**src/rtl/updown_counter_p.sv**
```systemverilog
// updown_counter_p: parametrised up/down counter with enable, load, programmable step and wrap/saturate modes.
// Define UDC_STICKY_EN to build the sticky ovf flag and its clr_ovf input.
module updown_counter_p #(
  parameter int WIDTH   = 4,
  parameter int MAX_VAL = 2**WIDTH-1
) (
  input  logic             clk,
  input  logic             reset,
  input  logic             en,
  input  logic             up_down,
  input  logic             sat,
  input  logic [WIDTH-1:0] step,
  input  logic             load,
  input  logic [WIDTH-1:0] load_val,
  output logic [WIDTH-1:0] count,
  output logic             wrap,
  output logic             at_max,
  output logic             at_min
`ifdef UDC_STICKY_EN
  ,
  output logic             ovf,
  input  logic             clr_ovf
`endif
);

  localparam logic [WIDTH:0]   maxv  = (WIDTH+1)'(MAX_VAL);
  localparam logic [WIDTH-1:0] max_w = WIDTH'(MAX_VAL);
  localparam logic [WIDTH-1:0] mod_w = WIDTH'(MAX_VAL + 1);

  logic [WIDTH:0]   stepx;
  logic [WIDTH:0]   s;
  logic [WIDTH:0]   sum;
  logic [WIDTH-1:0] nxt;
  logic [WIDTH-1:0] ld;
  logic             bnd;

  // Wrap results always fit in WIDTH bits, so modular WIDTH-bit arithmetic is exact.
  always_comb begin
    stepx = {1'b0, step};
    s     = (stepx > maxv) ? maxv : stepx;
    sum   = {1'b0, count} + s;
    nxt   = count;
    bnd   = 1'b0;
    ld    = ({1'b0, load_val} > maxv) ? max_w : load_val;
    if (up_down) begin
      if (sum <= maxv) begin
        nxt = sum[WIDTH-1:0];
      end else begin
        bnd = 1'b1;
        nxt = sat ? max_w : (sum[WIDTH-1:0] - mod_w);
      end
    end else begin
      if ({1'b0, count} >= s) begin
        nxt = count - s[WIDTH-1:0];
      end else begin
        bnd = 1'b1;
        nxt = sat ? '0 : (count + mod_w - s[WIDTH-1:0]);
      end
    end
  end

  always_ff @(posedge clk) begin
    if (reset) begin
      count <= '0;
      wrap  <= 1'b0;
    end else if (load) begin
      count <= ld;
      wrap  <= 1'b0;
    end else if (en) begin
      count <= nxt;
      wrap  <= bnd;
    end else begin
      wrap  <= 1'b0;
    end
  end

`ifdef UDC_STICKY_EN
  // A boundary event on the same edge as clr_ovf keeps the flag set.
  always_ff @(posedge clk) begin
    if (reset) begin
      ovf <= 1'b0;
    end else if (!load && en && bnd) begin
      ovf <= 1'b1;
    end else if (clr_ovf) begin
      ovf <= 1'b0;
    end
  end
`endif

  assign at_max = (count == max_w);
  assign at_min = (count == '0);

endmodule

```
**config.mk**
```make
export PLATFORM = sky130hd
export DESIGN_NAME = updown_counter_p
export DESIGN_NICKNAME = d
export VERILOG_FILES = /design/src/rtl/updown_counter_p.sv
export SDC_FILE = /design/constraint.sdc
export NUM_CORES = 1
export LEC_CHECK = 0
export CORE_MARGIN = 2
export CORE_UTILIZATION = 36
export DETAILED_ROUTE_END_ITERATION = 16
export PLACE_DENSITY_LB_ADDON = 0.3
export REMOVE_ABC_BUFFERS = 1
export SLEW_MARGIN = 30
export SYNTH_ARGS = -nofsm -noshare
export SYNTH_HDL_FRONTEND = slang
export SYNTH_SLANG_ARGS = --single-unit
```
**constraint.sdc**
```tcl
create_clock -name clk -period 3.9 [get_ports clk]
set_input_delay 0.78 -clock clk [delete_from_list [all_inputs] [get_ports clk]]
set_output_delay 0.78 -clock clk [all_outputs]
set_load 0.005 [all_outputs]
```
# Word level (Yosys, flattened, before mapping)
# Index checks and enable logic that the tools add are counted.
[word_totals]
elab_cells = 21
inputBits = 14
reg_bits = 5
[classes]
bitwise = 1
order_cmp = 2
reduce_logical = 3
n_eq_ne = 1
add_sub_neg = 2
mux = 10
[op_table]
columns = ["op", "n"]
rows = [
  ["two-way mux 4 bit", 7],
  ["adder 4 x 4 -> 5 bit", 1],
  ["<= comparator 5 x 4 -> 1 bit, second input constant", 1],
  ["== test 4 bit, second input constant", 1],
  [">= comparator 4 bit", 1],
  ["logical NOT 4 bit", 1],
  ["subtractor 4 bit", 1],
  ["two-way mux 1 bit", 3],
  ["OR reduction 3 bit", 1],
  ["nonzero test 2 bit", 1],
  ["inverter 1 bit", 1],
]

# Longest topological paths before layout
[logic_depth]
word_depth = 6
depth_mapped = 9

# Worst setup path before layout
# No wires, ideal clock.
[synth_timing]
path_type = "input to register"
startpoint = "input step[0]"
endpoint = "register count[3]"
t_arrival_ps = 2426
required_time_ps = 3780
slack_ps = 1355
setup_ps = 120
path_stages = 7
n_path_buf = 0
path_cell_list = "ha_1 -> fa_1 -> nor2b_2 -> o311ai_4 -> or4b_1 -> nand4_1 -> a21oi_1"
[synth_via]
elab_chain_len = 6
elab_cells_between_ends = 11
classes_between = "2 x add/sub; 2 x order compare; 7 x mux"
[synth_lines]
columns = ["item", "line_no", "source"]
rows = [
  ["from (decl)", "12", "input logic [WIDTH-1:0] step,"],
  ["adder 4 x 4 -> 5 bit or subtractor 4 bit (tied branches)", "41, 54, 57", ""],
  ["<= comparator 5 x 4 -> 1 bit (tied with other cells)", "46", "if (sum <= maxv) begin"],
  ["two-way mux 4 bit, on equally long branches", "46, 53", ""],
  ["two-way mux 4 bit (*)", "45", "if (up_down) begin"],
  ["two-way mux 4 bit (*)", "69", "end else if (en) begin"],
  ["two-way mux 4 bit (*)", "66", "end else if (load) begin"],
  ["to (signal assigned)", "67", "count <= ld;"],
  ["to (signal assigned)", "70", "count <= nxt;"],
  ["to (decl)", "15", "output logic [WIDTH-1:0] count,"],
]
# Mark *: on every way between the ends. The rest lies on a longest branch, timed or not. The select of a mux whose other input is x is not followed.
# A chain may end at the register's enable or synchronous reset.

# Final worst setup path
# Same ends and word-level chain as after synthesis.

==> summary.md <==
| Metric | Value |
|---|---|
| Die width | `44.8 um` |
| Post-CTS Setup Bufs | `0` |
| Synth unique cells | `27` |
| Mean Syn Cell Area | `8.08 um2` |
| Fin crit period | `2.89 ns` |
| CTS tree | `done` |
| Register area share after synthesis | `16.7%` |
| RSZ-0062 raised after global routing | `false` |
| Top sig layer | `met4` |
| Clk slew on worst S/H paths | `0.04 ns` |
| Cts bufs inserted | `3` |
| CTS Sinks | `5` |
| DR WL met3 | `94 um` |
| Clk root buf | `clkbuf_4` |
| DR vias | `650` |
| Final setup viols | `0` |
| Worst Path Max Fanout | `6` |
| DRT Pass-1 Iters | `4` |
| Total power divided by cell area | `about 260 mW/mm2` |
| WL met2 | `730 um` |
| Total Wirelength | `1520 um` |
| Setup Skew | `0.00583 ns` |
| Initial antenna violation count | `0` |
| Layout cells sized above 1 | `6.25%` |
| Actual slew at the worst max-slew pin | `0.357 ns` |
| Startpoint Class | `input port` |
| Setup TNS | `0 ns` |
| Achievable Freq | `345 MHz` |
| Cells after Synth | `74` |
| Synth area leader | `dfxtp_1` |
| Antenna diodes | `0` |
| Placed instance area | `just over 800 um2` |
| Final period util | `approximately three quarters` |
| Cts repair resizes | `0` |
| Slew margin rel. | `76.1%` |
| PortBufs | `20` |
| Area Overhead vs Synth | `40.0%` |
| Io pins | `21` |
| Wire per inst | `13.6 um` |
| Crit Path Category | `in2reg` |
| Total power | `0.000214 W` |
| MaxCap Viol Count | `0` |
| Worst path required time | `4.03 ns` |
| Slew Limit Fails | `0` |
| DRC Markers | `0` |
| Outcome | `finished clean` |
| Vias in the first global route | `~540` |
| Worst skew pair latency | `0.25 ns` |
| Nets | `121` |
| Hold Path Class | `reg2reg` |
| Clock tree buffer depth | `2` |
| Mapped cell area | `598 um2` |
| Yosys reg bits | `5` |
| Post-DRT Antenna Nets | `0` |
| Standard-cell rows | `14` |
| Largest cells by area after synthesis | `dfxtp_1 17%, ha_1 17%, a21oi_1 7.5%, fa_1 6.7%, nor2_1 5.6%` |
| YS warnings | `0` |
| Worst Path Arrival | `slightly above 3 ns` |
| Dpl hpwl | `1200 um` |
| CTS Hold Buffers Added | `0` |
| Fin area | `837 um2` |
| Die ar. | `between 0.002 and 0.0025 mm2` |
| Via-to-Cell Ratio | `5.80` |
| CORE AREA | `0.00152 mm2` |
| Wl on met1 | `685 um` |
| GRT overflow | `0` |
| H-tree levels | `1` |
| Final Hold Fails | `0` |
| Maximum number of pins on one net before global-route repair | `12` |
| Initial Utilization | `39.2%` |
| Crit path capture type | `flip-flop` |
| Fin util | `about 55%` |
| Static leakage | `0.347 nW` |
| First-pass GRT wire length | `2350 um` |
| Worst IR Drop VDD | `approximately 0.25 mV` |
| Die span in y | `44.8 um` |
| Synth top area share | `16.7%` |
| RePlAce Congestion | `slightly above 0.8` |
| Initial DRC Count | `21` |
| Overall routing resource usage | `16.2%` |
cell usage after synthesis:
cell	n
o21ai_0	3
inv_1	7
nor2b_1	1
nor4_1	1
a311oi_1	1
a2111oi_0	1
nand2_1	4
or2b_4	1
o22ai_1	2
nor2_1	9
o311ai_4	1
nor3b_1	3
fa_1	2
nor2b_2	1
dfxtp_1	5
and4_1	1
a221oi_1	2
a211o_1	1
o21a_1	1
a21oi_1	9
or4b_1	1
mux2i_1	2
clkbuf_1	2
a31oi_1	1
nand2b_1	2
nand4_1	2
ha_1	8
report_power, final:
group | switching [W] | leakage (nW) | internal, W
clock | 0.0000235 | 0.0150 | 0.0000388
sequential | 0.00000618 | 0.0413 | 0.0000551
combinational | 0.0000415 | 0.290 | 0.0000486
area by class of cell:
cell class                 instances  area [um2]
inverter                           7        26.3
fill                             150         687
sequential                         5         100
timing repair buffer              20         200
clock buffer                       4        26.3
multi-input combinational         60         464
tap                               16        20.0
path summary, 6_finish.rpt:
check | start | endpoint | slack, ns | depth (start not counted)
setup reg to reg | count[0] | count[3] | 1.65 | 7
hold reg to reg | count[2] | count[2] | 0.75 | 3
setup / recovery | step[0] | count[3] | 1.01 | 8
hold / removal | count[2] | count[2] | 0.75 | 3
flip-flops by register name, indices dropped and copies added, names as in the netlist:
| register | count |
|---|---|
| wrap | 1 |
| count | 4 |
critical path: stages:
cell and delay [ns]:
clkdlybuf4s50_1 0.43, ha_1 0.24, fa_1 0.42, nor2b_2 0.20
o311ai_4 0.31, or4b_1 0.46, nand4_1 0.11, a21oi_1 0.07
metal layers:
| metal | vias to the layer above | GRT usage (%) |
|---|---|---|
| li1 | 314 | - |
| met1 | 305 | 22.1 |
| met2 | 29 | 23.5 |
| met3 | 2 | 5.20 |
| met4 | 0 | 6.67 |
| met5 | - | 0 |
per-stage QoR:
stage / setup slack, ns / hold WS [ns] / instances
global route: 0.952 / 0.794 / 112
floorplan: 1.35 / 0.678 / 72
detailed placement: 0.760 / 0.745 / 108
finish: 1.01 / 0.746 / 112
global placement: 0.822 / 0.742 / 108
CTS: 1.03 / 0.749 / 112
layout by cell type (no fill, tap or decap), drive strengths merged:
cell type      count
o21a               1
a31oi              1
o22ai              2
nand2b             2
nor3b              3
nor4               1
a211o              1
nand2              4
or2b               1
a221oi             2
o311ai             1
nor2b              2
nand4              2
a21oi              9
a2111oi            1
or4b               1
and4               1
a311oi             1
inv                7
nor2               9
o21ai              3
fa                 2
ha                 8
dfxtp              5
clkbuf             4
mux2i              2
clkdlybuf4s50     20
kinds of logic (layout without fill, tap and decap cells):
logic type / count (synthesis) / after routing / share of synthesized area, %
AO/OA/AOI/OAI: 22 / 22 / 26.2
adder cells (fa/ha/maj): 10 / 10 / 23.4
buffers and inverters: 9 / 31 / 5.65
flip-flops: 5 / 5 / 16.7
multiplexers: 2 / 2 / 3.35
AND/OR/NAND/NOR: 26 / 26 / 24.7
Note: power is estimated with default switching activity, not from simulation.
